<file path="config.mk">
export PLATFORM = sky130hd
export DESIGN_NAME = lif_neuron
export DESIGN_NICKNAME = d
export VERILOG_FILES = /design/src/rtl/lif_neuron.sv
export SDC_FILE = /design/constraint.sdc
export NUM_CORES = 1
export LEC_CHECK = 0
export BUFFER_PORTS_ARGS = -buffer_cell sky130_fd_sc_hd__clkbuf_2
export CORE_MARGIN = 8
export CORE_UTILIZATION = 40
export DETAILED_ROUTE_END_ITERATION = 8
export GPL_TIMING_DRIVEN = 0
export PLACE_DENSITY = 0.71
export SKIP_LAST_GASP = 1
export SLEW_MARGIN = 25
export SYNTH_ARGS = -nofsm -noshare
export SYNTH_HDL_FRONTEND = slang
export SYNTH_SLANG_ARGS = --single-unit
export TNS_END_PERCENT = 50
</file>
<file path="constraint.sdc">
create_clock -name clk -period 6.93 [get_ports clk]
set_clock_uncertainty 0.15 [all_clocks]
set_input_delay 1.7325 -clock clk [delete_from_list [all_inputs] [get_ports clk]]
set_output_delay 1.7325 -clock clk [all_outputs]
set_load 0.05 [all_outputs]
</file>
<file path="src/rtl/lif_neuron.sv">
// lif_neuron: leaky integrate-and-fire neuron with shadowed loader parameters.
// Optional refractory period after each fire when LIF_REFRACTORY_EN is defined.
module lif_neuron #(
  parameter int unsigned REFRAC_CYCLES = 4
) (
  input  logic       clk,
  input  logic       rst,
  input  logic       set_vars,
  input  logic [7:0] tau,
  input  logic [7:0] weight,
  input  logic [7:0] threshold,
  input  logic       spike_in,
  output logic [7:0] membrane,
  output logic       spike_out,
  output logic [7:0] spike_count,
  output logic       busy
);
  localparam logic [1:0] RUN    = 2'd0;
  localparam logic [1:0] HOLD   = 2'd1;
  localparam logic [1:0] REFRAC = 2'd2;
`ifdef LIF_REFRACTORY_EN
  localparam logic REFRAC_EN = 1'b1;
`else
  localparam logic REFRAC_EN = 1'b0;
`endif
  localparam logic GO_REFRAC = REFRAC_EN && (REFRAC_CYCLES != 0);
  logic [1:0] state;
  logic       set_vars_d;
  logic [7:0] tau_s, weight_s, threshold_s;
  logic [3:0] s;
  logic [7:0] leak, sum;
  logic [8:0] raw;
  logic       fire, refrac_done;
  always_comb begin
    s = tau_s[3:0];
    leak = (s >= 4'd1 && s <= 4'd7) ? membrane >> s : 8'd0;
    raw = {1'b0, membrane - leak} + {1'b0, spike_in ? weight_s : 8'd0};
    sum = raw[8] ? 8'hff : raw[7:0];
    fire = threshold_s != 8'd0 && sum >= threshold_s;
  end
`ifdef LIF_REFRACTORY_EN
  logic [7:0] cnt;
  always_ff @(posedge clk or negedge rst)
    if (!rst) cnt <= 8'd0;
    else if (set_vars) cnt <= 8'd0;
    else if (state == RUN && !set_vars_d && fire) cnt <= 8'(REFRAC_CYCLES);
    else if (state == REFRAC) cnt <= cnt - 8'd1;
  assign refrac_done = cnt == 8'd1;
`else
  assign refrac_done = 1'b1;
`endif
  always_ff @(posedge clk or negedge rst)
    if (!rst) begin
      state       <= RUN;
      set_vars_d  <= 1'b0;
      tau_s       <= 8'd0;
      weight_s    <= 8'd0;
      threshold_s <= 8'd0;
      membrane    <= 8'd0;
      spike_out   <= 1'b0;
      spike_count <= 8'd0;
    end else begin
      set_vars_d <= set_vars;
      spike_out  <= 1'b0;
      if (set_vars) begin
        state    <= HOLD;
        membrane <= 8'd0;
      end else if (set_vars_d) begin
        state       <= RUN;
        tau_s       <= tau;
        weight_s    <= weight;
        threshold_s <= threshold;
      end else if (state == RUN) begin
        membrane <= fire ? 8'd0 : sum;
        if (fire) begin
          spike_out   <= 1'b1;
          spike_count <= spike_count + 8'd1;
          state       <= GO_REFRAC ? REFRAC : RUN;
        end
      end else if (state == REFRAC && refrac_done) state <= RUN;
    end
  assign busy = state != RUN;
endmodule

</file>
Word-level counts from Yosys, hierarchy flattened

Cells that the tools add are included.

Register bits: 40
Logic and storage cells: 47

Reductions and logical operators: 11
$add $sub $neg: 3
Bitwise operators: 2
Eq/ne operators: 3
Shift operators: 1
Muxes and demuxes: 16
Order comparisons: 3

Operators by type and width:

| operator                                                              | count |
|---|---|
| 8-bit two-way mux                                                     | 7 |
| 2-bit two-way mux                                                     | 5 |
| 8-bit by 8-bit adder with 9-bit output                                | 1 |
| 8-bit by 1-bit adder with 8-bit output, second input constant         | 1 |
| 8-bit >= comparator                                                   | 1 |
| 8-bit nonzero test                                                    | 1 |
| 8-bit by 4-bit >> shifter with 8-bit output                           | 1 |
| 8-bit subtractor                                                      | 1 |
| 2-bit AND reduction                                                   | 3 |
| 4-bit by 1-bit >= comparator with 1-bit output, second input constant | 1 |
| 4-bit by 3-bit <= comparator with 1-bit output, second input constant | 1 |
| 1-bit two-way mux                                                     | 4 |
| 4-bit != test, second input constant                                  | 1 |
| 4-bit AND reduction                                                   | 1 |
| 2-bit nonzero test                                                    | 2 |
| 4-bit nonzero test                                                    | 1 |
| 2-bit equality test, second input constant                            | 1 |
| 1-bit logical AND                                                     | 2 |
| 2-bit logical NOT                                                     | 1 |
| 2-bit != test, second input constant                                  | 1 |
| 1-bit inverter                                                        | 2 |

Logic depth before layout (Yosys ltp)

Word-level depth: 12
Depth in mapped cells: 25
Gate-level depth less buffers: 23

Worst setup path before layout

Ideal clock, no wire load.

Kind: register to register
Start: reg membrane[4]
End: reg spike_count[1]
Buffers on the path: 0
Data required time: 6.652 ns
Arrival time: 4.794 ns
Path slack: 1.858 ns
Stages on the path, launching flop included: 22
Period minus slack after synthesis: 5.072 ns
Path through: dfrtp_1 > mux2_2 > o21ai_0 > a211oi_1 > ha_1 > inv_1 > fa_1 > a21o_1 > a21oi_1 > xnor2_1 > ha_1 > o211a_1 > o31a_1 > o211ai_2 > nand3b_1 > inv_1 > ha_1 > nand2b_4 > a2111o_1 > a32oi_4 > nor2_2 > mux2_1

Longest elaborated chain between the ends: 8

Ends and longest elaborated chain:

| element                                     | line | text |
|---|---|---|
| start: declaration                          | 13   | `output logic [7:0] membrane,` |
| start signal: assignment                    | 74   | `membrane <= fire ? 8'd0 : sum;` |
| 8-bit by 4-bit >> shifter with 8-bit output | 36   | `leak = (s >= 4'd1 && s <= 4'd7) ? membrane >> s : 8'd0;` |
| 8-bit two-way mux                           | 36   |  |
| 8-bit subtractor (*)                        | 37   | `raw = {1'b0, membrane - leak} + {1'b0, spike_in ? weight_s : 8'd0};` |
| 8-bit by 8-bit adder with 9-bit output (*)  | 37   |  |
| 8-bit two-way mux (*)                       | 38   | `sum = raw[8] ? 8'hff : raw[7:0];` |
| 8-bit >= comparator (*)                     | 39   | `fire = threshold_s != 8'd0 && sum >= threshold_s;` |
| 1-bit logical AND (*)                       | 39   |  |
| 4-bit AND reduction (no source line) (*)    | n/a  |  |
| end signal: assignment                      | 77   | `spike_count <= spike_count + 8'd1;` |
| end: declaration                            | 15   | `output logic [7:0] spike_count,` |

Every way passes the cells marked *; elsewhere a longest branch is shown, timed or not.
A chain may end at the register's enable or synchronous reset.

Worst setup path after layout

Start: reg tau_s[1]
End: reg membrane[7]

Longest elaborated chain between the ends: 12

Ends and longest elaborated chain:

| element                                                                                                          | line | text |
|---|---|---|
| start: declaration                                                                                               | 29   | `logic [7:0] tau_s, weight_s, threshold_s;` |
| start signal: assignment                                                                                         | 70   | `tau_s <= tau;` |
| 4-bit by 1-bit >= comparator with 1-bit output or 4-bit by 3-bit <= comparator with 1-bit output (tied branches) | 36   |  |
| 1-bit logical AND                                                                                                | 36   |  |
| 8-bit two-way mux (*)                                                                                            | 36   |  |
| 8-bit subtractor (*)                                                                                             | 37   |  |
| 8-bit by 8-bit adder with 9-bit output (*)                                                                       | 37   |  |
| 8-bit two-way mux (*)                                                                                            | 38   |  |
| 8-bit >= comparator                                                                                              | 39   |  |
| 1-bit logical AND                                                                                                | 39   |  |
| 8-bit two-way mux (*)                                                                                            | 74   |  |
| 8-bit two-way mux (*)                                                                                            | 73   | `end else if (state == RUN) begin` |
| 8-bit two-way mux (*)                                                                                            | 68   | `end else if (set_vars_d) begin` |
| 8-bit two-way mux (*)                                                                                            | 65   | `if (set_vars) begin` |

Every way passes the cells marked *; elsewhere a longest branch is shown, timed or not. The select of a mux whose other input is x is not followed.

==> impl_metrics.py <==
metrics = {
    "route": {
        "viasPerCell": 5.52,
        "routed_wl_um": 6330,
        "wire_per_inst_um": 15.8,
        "vias": 2207,
        "drt_iter0_drc": 84,
        "antenna_left": 0,
        "drc": 0,
        "dr.pass1.iters": 4,
    },
    "floorplanning": {
        "dieArea_sq_mm": 0.00958,
        "rows": 30,
        "die_w_um": 97.9,
        "fp.coreArea_sq_mm": 0.00664,
        "die_h_um": 97.9,
        "io_pins": 46,
        "initial_utilization_pct": 40.4,
    },
    "timing": {
        "post-route-min-period_ps": 5880,
        "holdWs_ps": 322,
        "tns_ps": 0,
        "setup_viol": 0,
        "rsz0062_at_grt": "false",
        "slew_viol_final": 0,
        "min_period_over_period_pct": 84.8,
        "hold_viol": 0,
        "relSlewSlack_pct": 36.2,
        "max_freq_mhz": 170,
        "tightest_slew_ps": 954,
    },
    "finish": {
        "multiInputGateArea_sq_mm": 0.00159,
        "fill_cells": 637,
        "synthToLayoutAreaGrowth_pct": 14.5,
        "seq_area_sq_um": 976,
        "diodes": 0,
        "final_nets": 374,
        "layout-drive-gt1-share_pct": 23.8,
    },
    "pwr": {
        "p_total_w": 0.00130,
        "power.leakage_nw": 1.50,
        "power.density_mw_per_mm2": 424,
        "peakVddDrop_mv": 0.292,
    },
    "critical_path": {
        "setup.worst_path.start_class": "register",
        "slowest_delay_ps": 740,
        "critPathMaxFanout": 10,
        "crit_chain": "clkbuf_1 -> inv_1 -> nand2_1 -> o21ai_0 -> a211o_1 -> ha_1 -> nor2b_1 -> o21ai_0 -> nor2b_1 -> xnor2_1 -> ha_1 -> o21ai_0 -> o2111a_1 -> a2111oi_0 -> nand3_1 -> ha_1 -> a21oi_1 -> o21ai_0 -> a32oi_4 -> and2b_1 -> buf_6 -> a2bb2oi_1",
        "reg2reg_depth": 22,
        "cp_data_required_time_ps": 7000,
        "arrival_ps": 5950,
        "timing.critical_path.to_type": "register",
        "crit_top_cell": "o21ai_0",
        "rr_startpoint": "tau_s[1]",
        "r2r_slack_ps": 1050,
        "path_class": "register to register",
        "r2r-end": "membrane[7]",
        "crit_slowest_cell": "a2111oi_0",
    },
    "global_routing": {
        "antenna_found_initial": 0,
        "grt_usage_pct": 13.9,
        "grt-ovfl-total": 0,
        "grt_pass1_vias": 2288,
        "grt_pass1_wl_um": 11000,
        "grt_max_degree": 40,
    },
    "synth": {
        "synth-edff-count": 0,
        "yosysWarnings": 0,
        "synth.avg_cell_area_sq_um": 9.86,
        "synth_cell_type_count": 55,
        "synth.top_cell.area_share_pct": 36.4,
        "synth.yosys.seq_area_share_pct": 36.4,
        "synthTopCellsByArea": "dfrtp_1, ha_1, mux2_2",
        "ys_ff_latch": 39,
        "syn_nets": 326,
        "ys.flop_type": "dfrtp_1",
        "syn_inst": 272,
        "syn-cell-area_sq_mm": 0.00268,
        "async_flop_share_pct": 100,
        "yosysTopAreaCell": "dfrtp_1",
    },
    "clock_tree": {
        "hold_buffers": 0,
        "root_buffer": "clkbuf_8",
        "cts_buffer_depth": 2,
        "post_cts_resized": 0,
        "path_clk_slew_ps": 80,
        "cts_inserted_buffers": 5,
        "htree_levels": 2,
        "clk_latency_ps": 300,
        "post_cts_buffers": 0,
        "cts_tree": "built",
        "cts.sink_count": 39,
    },
    "job": {
        "drv_cap": 0,
    },
    "worst_hold_path": {
        "holdCritStartpoint": "spike_count[7]",
        "hp-class": "register to register",
        "hold-path-cell-count": 1,
        "hold_end": "spike_count[7]",
    },
    "place": {
        "detailed_place_hpwl_um": 4820,
        "port_buffers": 41,
        "place_congestion": 0.838,
    },
    "status": {
        "status": "complete, no violations",
    },
}
[worst max-delay path: cells and delay by family (launching register included)]
| family | cells | cell delay, ps |
|---|---|---|
| AO/OA/AOI/OAI | 10 | 2720 |
| XOR/XNOR | 1 | 110 |
| adder cells (fa/ha/maj) | 3 | 980 |
| buffers and inverters | 3 | 690 |
| flip-flops | 1 | 330 |
| AND/OR/NAND/NOR | 5 | 820 |
[report_power, final]
part	switching (W)	internal, W
clock network	0.0000850	0.0000689
registers	0.0000396	0.000265
logic	0.000514	0.000331
total	0.000639	0.000665
[metal layers]
layer	global-route usage, %	routed length, um	share of wire [%]	vias to the layer above
met4	4.20	90	1.4	0
met5	0	0	0	-
met3	3.20	250	3.9	9
li1	-	-	-	1075
met1	18.2	3020	48	1071
met2	22.2	2970	47	52
[state kept, by name (all words and copies together) (netlist names)]
name	cells
threshold_s	8
spike_count	8
set_vars_d	1
state	1
tau_s	4
spike_out	1
weight_s	8
membrane	8
[metrics by stage]
| step | setup slack [ps] | cells | instance area (sq um) | util [%] |
|---|---|---|---|---|
| after global placement | 1390 | 393 | 2990 | 45.0 |
| after global routing | 685 | 400 | 3070 | 46.2 |
| final | 1050 | 400 | 3070 | 46.2 |
| after floorplan | 1860 | 272 | 2680 | - |
| after detailed placement | 1220 | 393 | 2990 | 45.0 |
| after CTS | 1180 | 400 | 3070 | 46.2 |
[Yosys cell counts (2+ instances only)]
| cell | instances |
|---|---|
| nor3_1 | 4 |
| nand2b_1 | 3 |
| nor4_2 | 2 |
| a22o_1 | 4 |
| inv_1 | 22 |
| a22o_2 | 3 |
| mux2_2 | 13 |
| nand3_1 | 8 |
| a211oi_1 | 3 |
| o211a_1 | 2 |
| nor2b_1 | 5 |
| fa_1 | 2 |
| nor4_1 | 3 |
| nor2_1 | 12 |
| buf_2 | 3 |
| ha_1 | 24 |
| a21oi_1 | 12 |
| nor3b_1 | 3 |
| nand2_1 | 16 |
| nand4_1 | 4 |
| a31oi_1 | 2 |
| clkbuf_1 | 3 |
| o211ai_1 | 3 |
| a21o_1 | 5 |
| xor2_1 | 10 |
| o21ai_0 | 19 |
| xnor2_1 | 6 |
| nand3b_1 | 2 |
| mux2i_1 | 4 |
| dfrtp_1 | 39 |
| and2_1 | 7 |
[cell families after synthesis]
family	after synthesis	share of synthesized area, %
and+or+nand+nor	75	15.5
AOI/OAI and AO/OA	69	18.4
DFF	39	36.4
buffers and inverters	29	4.48
adders and majority gates	26	12.7
muxes	18	7.37
xor gates and xnor gates	16	5.22
[layout by cell type (no fill, tap or decap), types with 6 or more instances in the layout]
cell type / instances
a21oi_1: 12
and2_1: 7
clkbuf_2: 40
dfrtp_1: 39
ha_1: 24
inv_1: 22
mux2_2: 13
nand2_1: 16
nand3_1: 8
nor2_1: 12
o21ai_0: 19
xnor2_1: 6
xor2_1: 10
[layout make-up]
type                            count  share of cell area, %
Multi-Input combinational cell    204                   51.7
Sequential cell                    39                   31.8
Timing Repair Buffer               41                   6.68
Tap cell                           80                   3.26
Inverter                           22                   2.69
Clock buffer                        5                   2.24
Buffer                              7                   1.22
Clock inverter                      2                  0.448
[how the worst max path moves through the flow]
stage,depth (start not counted),endpoint,from,slack [ps]
finish,22,membrane[7],tau_s[1],1050
global route,22,membrane[7],tau_s[1],690
CTS,22,membrane[7],tau_s[1],1180
detailed placement,22,membrane[7],tau_s[1],1220
global placement,22,membrane[7],tau_s[1],1390
floorplan,21,spike_count[1],membrane[4],1860
No activity file was read; power rests on OpenSTA's default activity.
